### config.mk
export PLATFORM = sky130hd
export DESIGN_NAME = cla_serial_adder
export DESIGN_NICKNAME = d
export VERILOG_FILES = /design/src/rtl/cla_serial_adder.sv
export SDC_FILE = /design/constraint.sdc
export NUM_CORES = 1
export LEC_CHECK = 0
export ABC_AREA = 0
export CORE_MARGIN = 1
export CORE_UTILIZATION = 35
export DETAILED_ROUTE_END_ITERATION = 12
export PLACE_DENSITY_LB_ADDON = 0.08
export SYNTH_ARGS = -nofsm -noshare
export SYNTH_HDL_FRONTEND = slang
export SYNTH_SLANG_ARGS = --single-unit
### constraint.sdc
create_clock -name clk -period 4.3 [get_ports clk]
set_clock_uncertainty 0.05 [all_clocks]
set_input_delay 0.645 -clock clk [delete_from_list [all_inputs] [get_ports clk]]
set_output_delay 0.645 -clock clk [all_outputs]
set_load 0.05 [all_outputs]
### src/rtl/cla_serial_adder.sv
// Multi-byte serial adder/subtractor: one 8-bit CLA slice per cycle.
// Ports: clk, rst, start, sub, cin, a, b -> busy, done, sum, cout, ovf.
module cla_serial_adder #(
  parameter int NBYTES = 4
) (
  input  logic                  clk,
  input  logic                  rst,
  input  logic                  start,
  input  logic                  sub,
  input  logic                  cin,
  input  logic [8*NBYTES-1:0]   a,
  input  logic [8*NBYTES-1:0]   b,
  output logic                  busy,
  output logic                  done,
  output logic [8*NBYTES-1:0]   sum,
  output logic                  cout,
  output logic                  ovf
);

  localparam int W  = 8 * NBYTES;
  localparam int IW = (NBYTES > 1) ? $clog2(NBYTES) : 1;
  localparam logic [IW-1:0] LAST = IW'(NBYTES - 1);

  typedef enum logic [1:0] {
    S_IDLE,
    S_RUN,
    S_DONE
  } state_t;

  state_t        state;
  logic [W-1:0]  opa;
  logic [W-1:0]  opb;
  logic          cy;
  logic [IW-1:0] idx;
  logic [IW+2:0] off;

  logic [7:0]    ba;
  logic [7:0]    bb;
  logic [7:0]    p;
  logic [7:0]    g;
  logic [7:0]    c;
  logic          c8;
  logic [7:0]    s;

  assign off = {idx, 3'b000};
  assign ba  = opa[off +: 8];
  assign bb  = opb[off +: 8];
  assign p   = ba ^ bb;
  assign g   = ba & bb;

  // Carry cells: c(i+1) = g_i | p_i & c_i, walked through a temp
  // so no vector element is read and written in the same block.
  always_comb begin
    logic cc;
    cc = cy;
    c  = '0;
    for (int i = 0; i < 8; i++) begin
      c[i] = cc;
      cc   = g[i] | (p[i] & cc);
    end
    c8 = cc;
    s  = p ^ c;
  end

  always_ff @(posedge clk) begin
    if (rst) begin
      state <= S_IDLE;
      idx   <= '0;
      cy    <= 1'b0;
      opa   <= '0;
      opb   <= '0;
      busy  <= 1'b0;
      done  <= 1'b0;
      sum   <= '0;
      cout  <= 1'b0;
      ovf   <= 1'b0;
    end else begin
      unique case (state)
        S_IDLE: begin
          done <= 1'b0;
          if (start) begin
            opa   <= a;
            // Subtract as a + ~b + 1.
            opb   <= b ^ {W{sub}};
            cy    <= sub | cin;
            idx   <= '0;
            busy  <= 1'b1;
            state <= S_RUN;
          end
        end
        S_RUN: begin
          sum[off +: 8] <= s;
          cy            <= c8;
          if (idx == LAST) begin
            cout  <= c8;
            ovf   <= c[7] ^ c8;
            busy  <= 1'b0;
            done  <= 1'b1;
            state <= S_DONE;
          end else begin
            idx <= idx + 1'b1;
          end
        end
        S_DONE: begin
          done  <= 1'b0;
          state <= S_IDLE;
        end
        default: begin
          state <= S_IDLE;
        end
      endcase
    end
  end

endmodule

==> results of run 1 <==
-- through the flow --
step           total power, µW  area [µm²]  util (%)
4_1_cts                   2230        6140      46.5
2_1_floorplan             1300        4710         -
6_report                  2210        6140      46.6
3_5_place_dp              1450        5850      44.4
5_1_grt                   2310        6140      46.6
3_3_place_gp              1450        5850      44.4
-- area by class of cell --
class | instances | area [µm²]
fillers | 1321 | 7050
inverters | 36 | 135
flip-flops and latches | 105 | 2100
multi-input cells | 308 | 2290
repair buffers | 115 | 1120
clock inverters | 4 | 35.0
well taps | 176 | 220
clock buffers | 12 | 246
-- metal layers --
layer | part of all wire, % | routed length, µm
met1 | 50 | 5730
met2 | 46 | 5290
met3 | 3.4 | 389
met4 | 0.81 | 93
met5 | 0 | 0
-- report_power, final --
part / switching (µW) / internal [µW]
Clock: 364 / 416
Sequential: 33.7 / 1020
Combinational: 197 / 177
-- sequential cells by signal (all words and copies together) (netlist names) --
register / cells
cy: 1
idx: 2
sum: 32
opb: 32
ovf: 1
state: 2
opa: 32
done: 1
busy: 1
cout: 1
-- how the worst min path moves through the flow --
stage	startpoint	end	slack, ps
CTS	opa[6]	opa[6]	410
finish	opa[8]	opa[8]	400
global placement	opa[12]	opa[12]	390
global route	opa[11]	opa[11]	430
floorplan	opa[16]	opa[16]	380
detailed placement	opa[6]	opa[6]	400
-- kinds of logic (layout without fill, tap and decap cells) --
| logic type | after synthesis | after routing |
|---|---|---|
| xor+xnor | 33 | 33 |
| buf+inv | 76 | 167 |
| simple gates | 139 | 139 |
| flops | 105 | 105 |
| mux | 19 | 19 |
| compound gates | 103 | 103 |
| fa+ha+maj | 14 | 14 |
-- cell usage in the layout, fill, tap and decap left out, types with 2 or more instances in the layout --
cell / count
nor3_1: 2
a211oi_1: 32
nand3b_1: 19
ha_1: 6
a31oi_1: 2
o31ai_1: 16
clkdlybuf4s50_1: 102
mux4_2: 16
inv_6: 2
inv_1: 35
fa_1: 6
xnor2_1: 33
o32ai_1: 16
a21oi_1: 35
and3b_1: 2
clkinv_4: 2
dfxtp_2: 2
clkbuf_1: 2
nand4_2: 2
nand2_1: 67
nor2_1: 39
clkbuf_16: 9
mux2i_1: 3
fa_2: 2
nand3_1: 3
dfxtp_1: 103
buf_4: 12
-- tightest hold or removal path, cell delays in order, from the launching register on --
cell and delay, ps:
dfxtp_1 310, nand2_1 50, a21oi_1 50
-- cells in the mapped netlist --
library cell | count | area share [%]
nor3b_1 | 1 | 0.16
nand3_1 | 3 | 0.32
a2111oi_1 | 1 | 0.21
buf_2 | 22 | 2.3
ha_1 | 6 | 1.6
nand3b_2 | 1 | 0.24
a211oi_1 | 32 | 5.1
buf_4 | 5 | 0.80
fa_1 | 8 | 3.4
xnor2_1 | 33 | 6.1
clkbuf_1 | 13 | 1.0
or3b_2 | 1 | 0.19
nor3_1 | 2 | 0.21
mux4_2 | 16 | 7.6
a31oi_1 | 2 | 0.27
o21bai_1 | 1 | 0.16
inv_1 | 36 | 2.9
dfxtp_1 | 105 | 45
nor2_1 | 39 | 3.1
nand3b_1 | 19 | 3.0
a21oi_1 | 35 | 3.7
o31ai_1 | 16 | 2.5
nor3b_4 | 1 | 0.40
mux2i_1 | 3 | 0.64
nand4_2 | 2 | 0.53
o32ai_1 | 16 | 3.0
and3_1 | 1 | 0.13
and3b_1 | 2 | 0.37
nand2_1 | 67 | 5.3
==> results by group, run 1 <==
Cells and area
  • Share of layout cells above drive strength 1: under 10%
  • Ant diodes: 0
  • Finished Layout Cells: 756
  • P&R area growth vs syn: 30.3%
  • Nets: 658

Timing
  • PnR worst setup slack: 201 ps
  • F_max: about 240 MHz
  • RSZ-0062 raised after global routing: no
  • Final Max Slew Viols: 0
  • Min Tclk post-route: 4100 ps
  • Slew HR: 37.8%
  • Worst Hold Slack: 404 ps
  • Slew @ Worst Pin: 932 ps
  • Final Setup Violations: 0
  • Final worst-path cycle share: 95.3%
  • Setup TNS: 0 ps
  • Final hold vios: 0

Clock network
  • CTS tree: built
  • Num CTS Buffers: 9
  • CTS Sinks: 105
  • Clock-pin slew on the worst setup and hold paths: 70 ps
  • Cts repair resizes: 0
  • Clock Tree Buf Depth: 2
  • Clock root cell: clkbuf_16
  • Post-CTS Hold Buffers: 0
  • Clk_lat worst skew: 340 ps
  • Post-CTS Setup Repair Bufs: 0
  • H-tree levels: 3

Drt
  • Total Wirelength: 11500 µm
  • DR DRC count: 0
  • Iteration-0 DRC Markers: 212
  • DRT Pass-1 Iters: 4
  • Antenna-violating nets left: 0
  • Via Count: around 3700
  • Routed len/inst: 15.2 µm
  • Drt via density: 4.89

GRT
  • First-pass GRT wire length: 19000 µm
  • Vias in the first global route: between 3000 and 4000
  • GRT Residual Overflow: 0
  • Antenna violations before repair: 0
  • Met3 Use GR: 2.91%
  • Gr usage total: 17.3%
  • GR peak layer: met2
  • Largest net degree at the start of global routing: 98
  • Routing usage on met1: 24.1%
  • Met2 GRT Util: 27.5%

Yosys
  • Yosys Warn Count: 0
  • Post-synthesis xor/xnor area fraction: slightly above 6%
  • Compound-Gate Fraction of Synth Area: 15.0%
  • Largest family of logic cells by synthesized area: compound AO/OA/AOI/OAI gates
  • Mapped cell area: around 4700 µm²
  • Yosys cell types: 29
  • Post-synthesis mux area share: 8.28%
  • Avg Cell Area, Syn: 9.64 µm²
  • Simple-gate share of the synthesized area: 14.0%
  • Post-Synth Adder-Cell Area: 4.99%
  • Register area share after synthesis: 44.6%
  • Synth Instances: about 490
  • Net Count, Synth: roughly 570
  • Seq cells post-synth: 105

Worst setup path
  • CP max FO: 6
  • Critical Setup Path Class: reg -> reg
  • Slowest Stage Delay on Critical Path: between 400 and 500 ps
  • Buffers and inverters on the worst path: 4
  • CP max-delay cell: fa_1
  • CP most frequent cell: fa_1
  • Critical Path Sink Type: flip-flop
  • R2R Path Start: idx[0]
  • Critical path origin: idx[0]
  • End of the critical path: sum[7]
  • R2R depth: 13
  • Startpoint types: flip-flop
  • Critical Path RT: 4450 ps
  • CP top delay family: adder cells
  • CP cell instances: buf_4 > mux4_2 > inv_1 > fa_1 > fa_2 > fa_2 > fa_1 > fa_1 > fa_1 > inv_1 > fa_1 > inv_2 > o32ai_1
  • WP depth: 13
  • Reg2Reg Setup Slack: ~200 ps
  • Worst flop-to-flop path endpoint: sum[7]
  • Crit path DAT: 4250 ps

Floorplan
  • Die Span Y: 118 µm
  • Core ar.: 13200 µm²
  • DIE AREA: 13900 µm²
  • # rows: 42
  • IO Pins: roughly 110
  • Die Span X: about 120 µm
  • Initial Util: 35.7%

Placed design
  • Post-DP HPWL: 8080 µm
  • Gpl congestion: around 0.74
  • Total placed cells including tap cells: 740
  • Port Buf Inserts: roughly 100
  • Pre-CTS setup slack: 30.7 ps

Run
  • Number of max-cap violations: 0

Power
  • PwrDens: 360 nW/µm²
  • Max IR drop VDD: 0.174 mV
  • Leak: 0.00213 µW

Hold path
  • Hold crit path type: reg -> reg
  • Hold path cells: 2

Status
  • Outcome: completed
Power figures use the tool's default switching activity.
==> run 2: changes to the inputs <==
Settings changed: ABC_AREA 0 to 1, CORE_UTILIZATION 35 to 52.
Clock period 4.3 ns to 4.5 ns, I/O delays scaled along.
==> results by group, run 2 <==
Yosys
  • Yosys cell types: 26
  • Most frequent cells after synthesis: nor2_1, nand2_1, dfxtp_1
  • Post-synth EDFFs: 0
  • Net Count, Synth: 804
  • Mapped cell area: about 5100 µm²
  • Synth Instances: 721
  • Most frequent cell after synthesis: nor2_1
  • Share of the synthesized area in the top cell type: 41.1%
  • Async S/R FF share, synth: 0%
  • Avg Cell Area, Syn: 7.10 µm²
  • Yosys Warn Count: 0
  • Yosys top cell by area: dfxtp_1
  • Synth Flop Type: dfxtp_1
  • Largest cells by area after synthesis: dfxtp_1, nor2_1, nand2_1
  • Register area share after synthesis: about two fifths
  • Seq cells post-synth: around 110

Worst setup path
  • Startpoint types: flip-flop
  • CP max FO: 7
  • Critical Setup Path Class: reg -> reg
  • Slowest Stage Delay on Critical Path: around 440 ps
  • Critical Path RT: 4710 ps
  • R2R Path Start: idx[0]
  • Buffers and inverters on the worst path: 3
  • Critical Path Sink Type: flip-flop
  • CP max-delay cell: fa_1
  • CP top delay family: adder cells
  • Crit path DAT: approximately 4500 ps
  • Critical path origin: idx[0]
  • CP cell instances: inv_2 > nor2_1 > o22ai_2 > fa_1 > inv_1 > fa_1 > fa_1 > fa_1 > fa_1 > fa_2 > fa_1 > inv_1 > fa_1 > nand3_1 > nor2_1 > nor2_1 > nor2_1
  • CP most frequent cell: fa_1

Timing
  • Min Tclk post-route: 4270 ps
  • Final Max Slew Viols: 0
  • F_max: about 230 MHz
  • Slew @ Worst Pin: 890 ps
  • Setup TNS: 0 ps
  • Final hold vios: 0
  • Final worst-path cycle share: 94.8%
  • Final Setup Violations: 0
  • Slew HR: 40.7%

Drt
  • DR DRC count: 0
  • Drt via density: 4.92
  • Via Count: 4623
  • DRT Pass-1 Iters: 5
  • Total Wirelength: 11600 µm
  • Antenna-violating nets left: 0
  • Iteration-0 DRC Markers: 155
  • Routed len/inst: about 12 µm

GRT
  • Vias in the first global route: 4165
  • Antenna violations before repair: 0
  • Gr usage total: 23.5%
  • Largest net degree at the start of global routing: about 90
  • First-pass GRT wire length: between 15000 and 20000 µm
  • GRT Residual Overflow: 0

Floorplan
  • Die Span Y: 101 µm
  • # rows: 35
  • Core ar.: 9370 µm²
  • IO Pins: 105
  • Initial Util: a little over half
  • Die Span X: 101 µm
  • DIE AREA: 10200 µm²

Hold path
  • Hold crit path type: reg -> reg
  • HP Start: opa[4]

Cells and area
  • P&R area growth vs syn: 23.9%
  • Commonest non-fill, non-tap cell in the layout: nor2_1
  • Nets: between 800 and 900
  • Biggest regs: opa: 32 flops, opb: 32 flops, sum: 32 flops
  • Final Instance Area: 6340 µm²
  • Ant diodes: 0
  • Commonest cells after routing, fill and taps aside: nor2_1, nand2_1, dfxtp_1
  • Share of layout cells above drive strength 1: under 10%

Clock network
  • CTS tree: built
  • Post-CTS Setup Repair Bufs: 0
  • Num CTS Buffers: 9
  • CTS Sinks: 105
  • Cts repair resizes: 0
  • Clock-pin slew on the worst setup and hold paths: about 90 ps
  • H-tree levels: 3
  • Clock Tree Buf Depth: 2
  • Clock root cell: clkbuf_8
  • Clk_lat worst skew: about 370 ps
  • Post-CTS Hold Buffers: 0

Placed design
  • Gpl congestion: 0.893
  • Post-DP HPWL: between 8000 and 9000 µm
  • Port Buf Inserts: ~100
  • Placed inst area: roughly 6100 µm²

Status
  • Outcome: completed

Power
  • PwrDens: 324 nW/µm²
  • Power, Total: 2060 µW
  • Max IR drop VDD: 0.181 mV
  • Leak: 0.00262 µW

Run
  • Number of max-cap violations: 0
[run 2: layout make-up]
class / instances / area [µm²]
Clock buffer: 13 / 149
Inverter: 45 / 174
Fill cell: 851 / 3030
Tap cell: 129 / 161
Multi-Input combinational cell: 531 / 2600
Clock inverter: 3 / 25.0
Sequential cell: 105 / 2100
Timing Repair Buffer: 114 / 1130
[run 2: layer usage]
metal | up-vias | track usage [%] | routed length (µm)
li1 | 2413 | - | -
met1 | 2054 | 29.1 | 5220
met2 | 132 | 39.8 | 5540
met3 | 24 | 4.69 | 563
met4 | 0 | 10.5 | 276
met5 | - | 0 | 0
[run 2: final timing paths]
| path | endpoint | slack, ps | cells past startpoint |
|---|---|---|---|
| setup / recovery | sum[15] | 230 | 17 |
| hold / removal | opa[4] | 420 | 2 |
| setup reg to reg | sum[15] | 230 | 17 |
| hold reg to reg | opa[4] | 420 | 2 |
[run 2: kinds of logic (layout without fill, tap and decap cells)]
group / Yosys count / after routing / share of synthesized area [%]
xor+xnor: 33 / 33 / 5.65
simple gates: 360 / 360 / 28.0
fa+ha+maj: 14 / 14 / 4.60
compound gates: 124 / 124 / 12.2
flops: 105 / 105 / 41.1
buf+inv: 85 / 175 / 8.46
[run 2: where the power goes]
group | switching [µW] | leakage (µW) | internal (µW)
clock network | 313 | 0.0000842 | 220
registers | 37.3 | 0.000863 | 989
logic | 290 | 0.00167 | 206
[run 2: per-stage QoR]
stage	setup WS (ps)	hold slack (ps)	cells	util [%]
final	235	419	940	67.7
after detailed placement	53.4	406	924	65.4
after global routing	-1.60	437	940	67.7
after CTS	39.6	420	940	67.3
after global placement	117	403	924	65.4
after floorplan	20.8	374	721	-
[run 2: worst min-delay path, stage by stage (launching register included)]
cell,delay (ps)
dfxtp_1,310
inv_1,60
a21oi_1,60
==> run 3: changes to the inputs <==
Settings changed: CORE_UTILIZATION 52 to 40, SKIP_CTS_REPAIR_TIMING set to 1.
==> results by group, run 3 (synthesis results as in run 2) <==
Placed design
  • Post-DP HPWL: 9560 µm
  • Gpl congestion: 0.876
  • Placed inst area: 6210 µm²
  • Port Buf Inserts: approximately 100
  • Total placed cells including tap cells: 967

Cells and area
  • Commonest cells after routing, fill and taps aside: nor2_1, nand2_1, dfxtp_1, clkdlybuf4s50_1, o21ai_0
  • Nets: 893
  • Fill cells: approximately 1200
  • Finished Layout Cells: 983
  • Ant diodes: 0
  • Commonest non-fill, non-tap cell in the layout: nor2_1
  • Final Instance Area: 6540 µm²
  • Biggest regs: opa: 32 flops, opb: 32 flops, sum: 32 flops
  • P&R area growth vs syn: 27.8%
  • Share of layout cells above drive strength 1: 6.87%

Hold path
  • Hold crit path type: reg -> reg
  • Worst hold endpoint: opa[6]
  • HP Start: opa[6]
  • Hold path cells: 2

Clock network
  • CTS tree: built
  • Clock root cell: clkbuf_16
  • H-tree levels: 3
  • Num CTS Buffers: 9
  • Clock-pin slew on the worst setup and hold paths: 70 ps
  • CTS Sinks: ~110
  • Clock Tree Buf Depth: 2
  • Clk_lat worst skew: 360 ps

Timing
  • Final Max Slew Viols: 0
  • Slew HR: 42.0%
  • Min Tclk post-route: around 4200 ps
  • Slew @ Worst Pin: 869 ps
  • F_max: 237 MHz
  • Final hold vios: 0
  • RSZ-0062 raised after global routing: no
  • Final worst-path cycle share: 93.8%
  • Final Setup Violations: 0
  • Worst Hold Slack: 406 ps

Floorplan
  • Die Span Y: ~120 µm
  • Die Span X: 115 µm
  • # rows: 40
  • Initial Util: 41.7%
  • Core ar.: ~12000 µm²
  • DIE AREA: 13300 µm²
  • IO Pins: 105

Worst setup path
  • R2R Path Start: idx[0]
  • Reg2Reg Setup Slack: 280 ps
  • CP max FO: 8
  • Worst flop-to-flop path endpoint: sum[15]
  • Critical path origin: idx[0]
  • R2R depth: 17
  • Startpoint types: flip-flop
  • Critical Path RT: around 4700 ps
  • Critical Path Sink Type: flip-flop
  • Crit path DAT: around 4400 ps
  • Critical Setup Path Class: reg -> reg

GRT
  • Gr usage total: 20.3%
  • Largest net degree at the start of global routing: between 90 and 100
  • Antenna violations before repair: 0
  • First-pass GRT wire length: 20700 µm
  • GRT Residual Overflow: 0
  • Vias in the first global route: approximately 4200

Drt
  • Routed len/inst: between 10 and 15 µm
  • DR DRC count: 0
  • DRT Pass-1 Iters: 4
  • Drt via density: 4.64
  • Via Count: 4557
  • Antenna-violating nets left: 0
  • Total Wirelength: 12700 µm
  • Iteration-0 DRC Markers: 236

Power
  • Max IR drop VDD: 0.197 mV
  • Power, Total: between 2000 and 2500 µW
  • Leak: 0.00269 µW
  • PwrDens: 355 nW/µm²

Run
  • Number of max-cap violations: 0

Status
  • Outcome: completed
-- run 3: cell types whose count changed in the layout (fill, tap and decap cells not counted), sizes merged --
cell    before  now
inv         46   47
clkinv       1    3
clkbuf      13    9
bufinv       0    1
buf         11   15
-- run 3: per-stage QoR --
step | TNS [ps] | setup slack (ps) | utilization (%)
2_1_floorplan | 0 | 20.8 | -
3_3_place_gp | 0 | 93.5 | 50.6
5_1_grt | 0 | 49.4 | 53.4
6_report | 0 | 278 | 53.4
4_1_cts | -3.10 | -3.10 | 53.1
3_5_place_dp | 0 | 21.8 | 50.6
-- run 3: power breakdown --
| group | internal (µW) | leakage [µW] | switching, µW |
|---|---|---|---|
| sequential | 989 | 0.000864 | 39.1 |
| combinational | 208 | 0.00168 | 289 |
| clock | 436 | 0.000146 | 361 |
-- run 3: layer usage --
metal  vias up  routed length, µm  global-route usage [%]
li1       2424                  -                       -
met1      2032               5910                    25.8
met2        92               6020                    34.1
met3         9                575                    5.38
met4         0                159                    5.28
met5         -                  0                       0
-- run 3: worst max-delay path, cell delays in order, from the launching register on --
cell and delay [ps]:
dfxtp_4 380, inv_4 90, o21ai_0 80, o22ai_1 200
fa_1 200, inv_1 50, fa_1 380, fa_1 400
fa_2 360, fa_2 350, fa_1 400, fa_2 370
inv_1 80, fa_2 450, nand3_2 100, nor2_1 50
nor2_1 80, nor2_1 40
-- run 3: how the worst max path moves through the flow --
stage               endpoint  slack, ps  depth (start not counted)
finish               sum[15]        280                         17
global route         sum[23]         50                         17
CTS                  sum[15]         -3                         16
detailed placement   sum[15]         20                         16
global placement     sum[15]         90                         16
floorplan            sum[15]         20                         19
-- run 3: layout make-up --
cell class                      count  area (µm²)  area share, %
Clock buffer                        9         225           3.44
Sequential cell                   105        2110           32.2
Clock inverter                      7        77.6           1.19
Multi-Input combinational cell    531        2600           39.7
Timing Repair Buffer              118        1150           17.6
Inverter                           45         176           2.70
Tap cell                          168         210           3.21
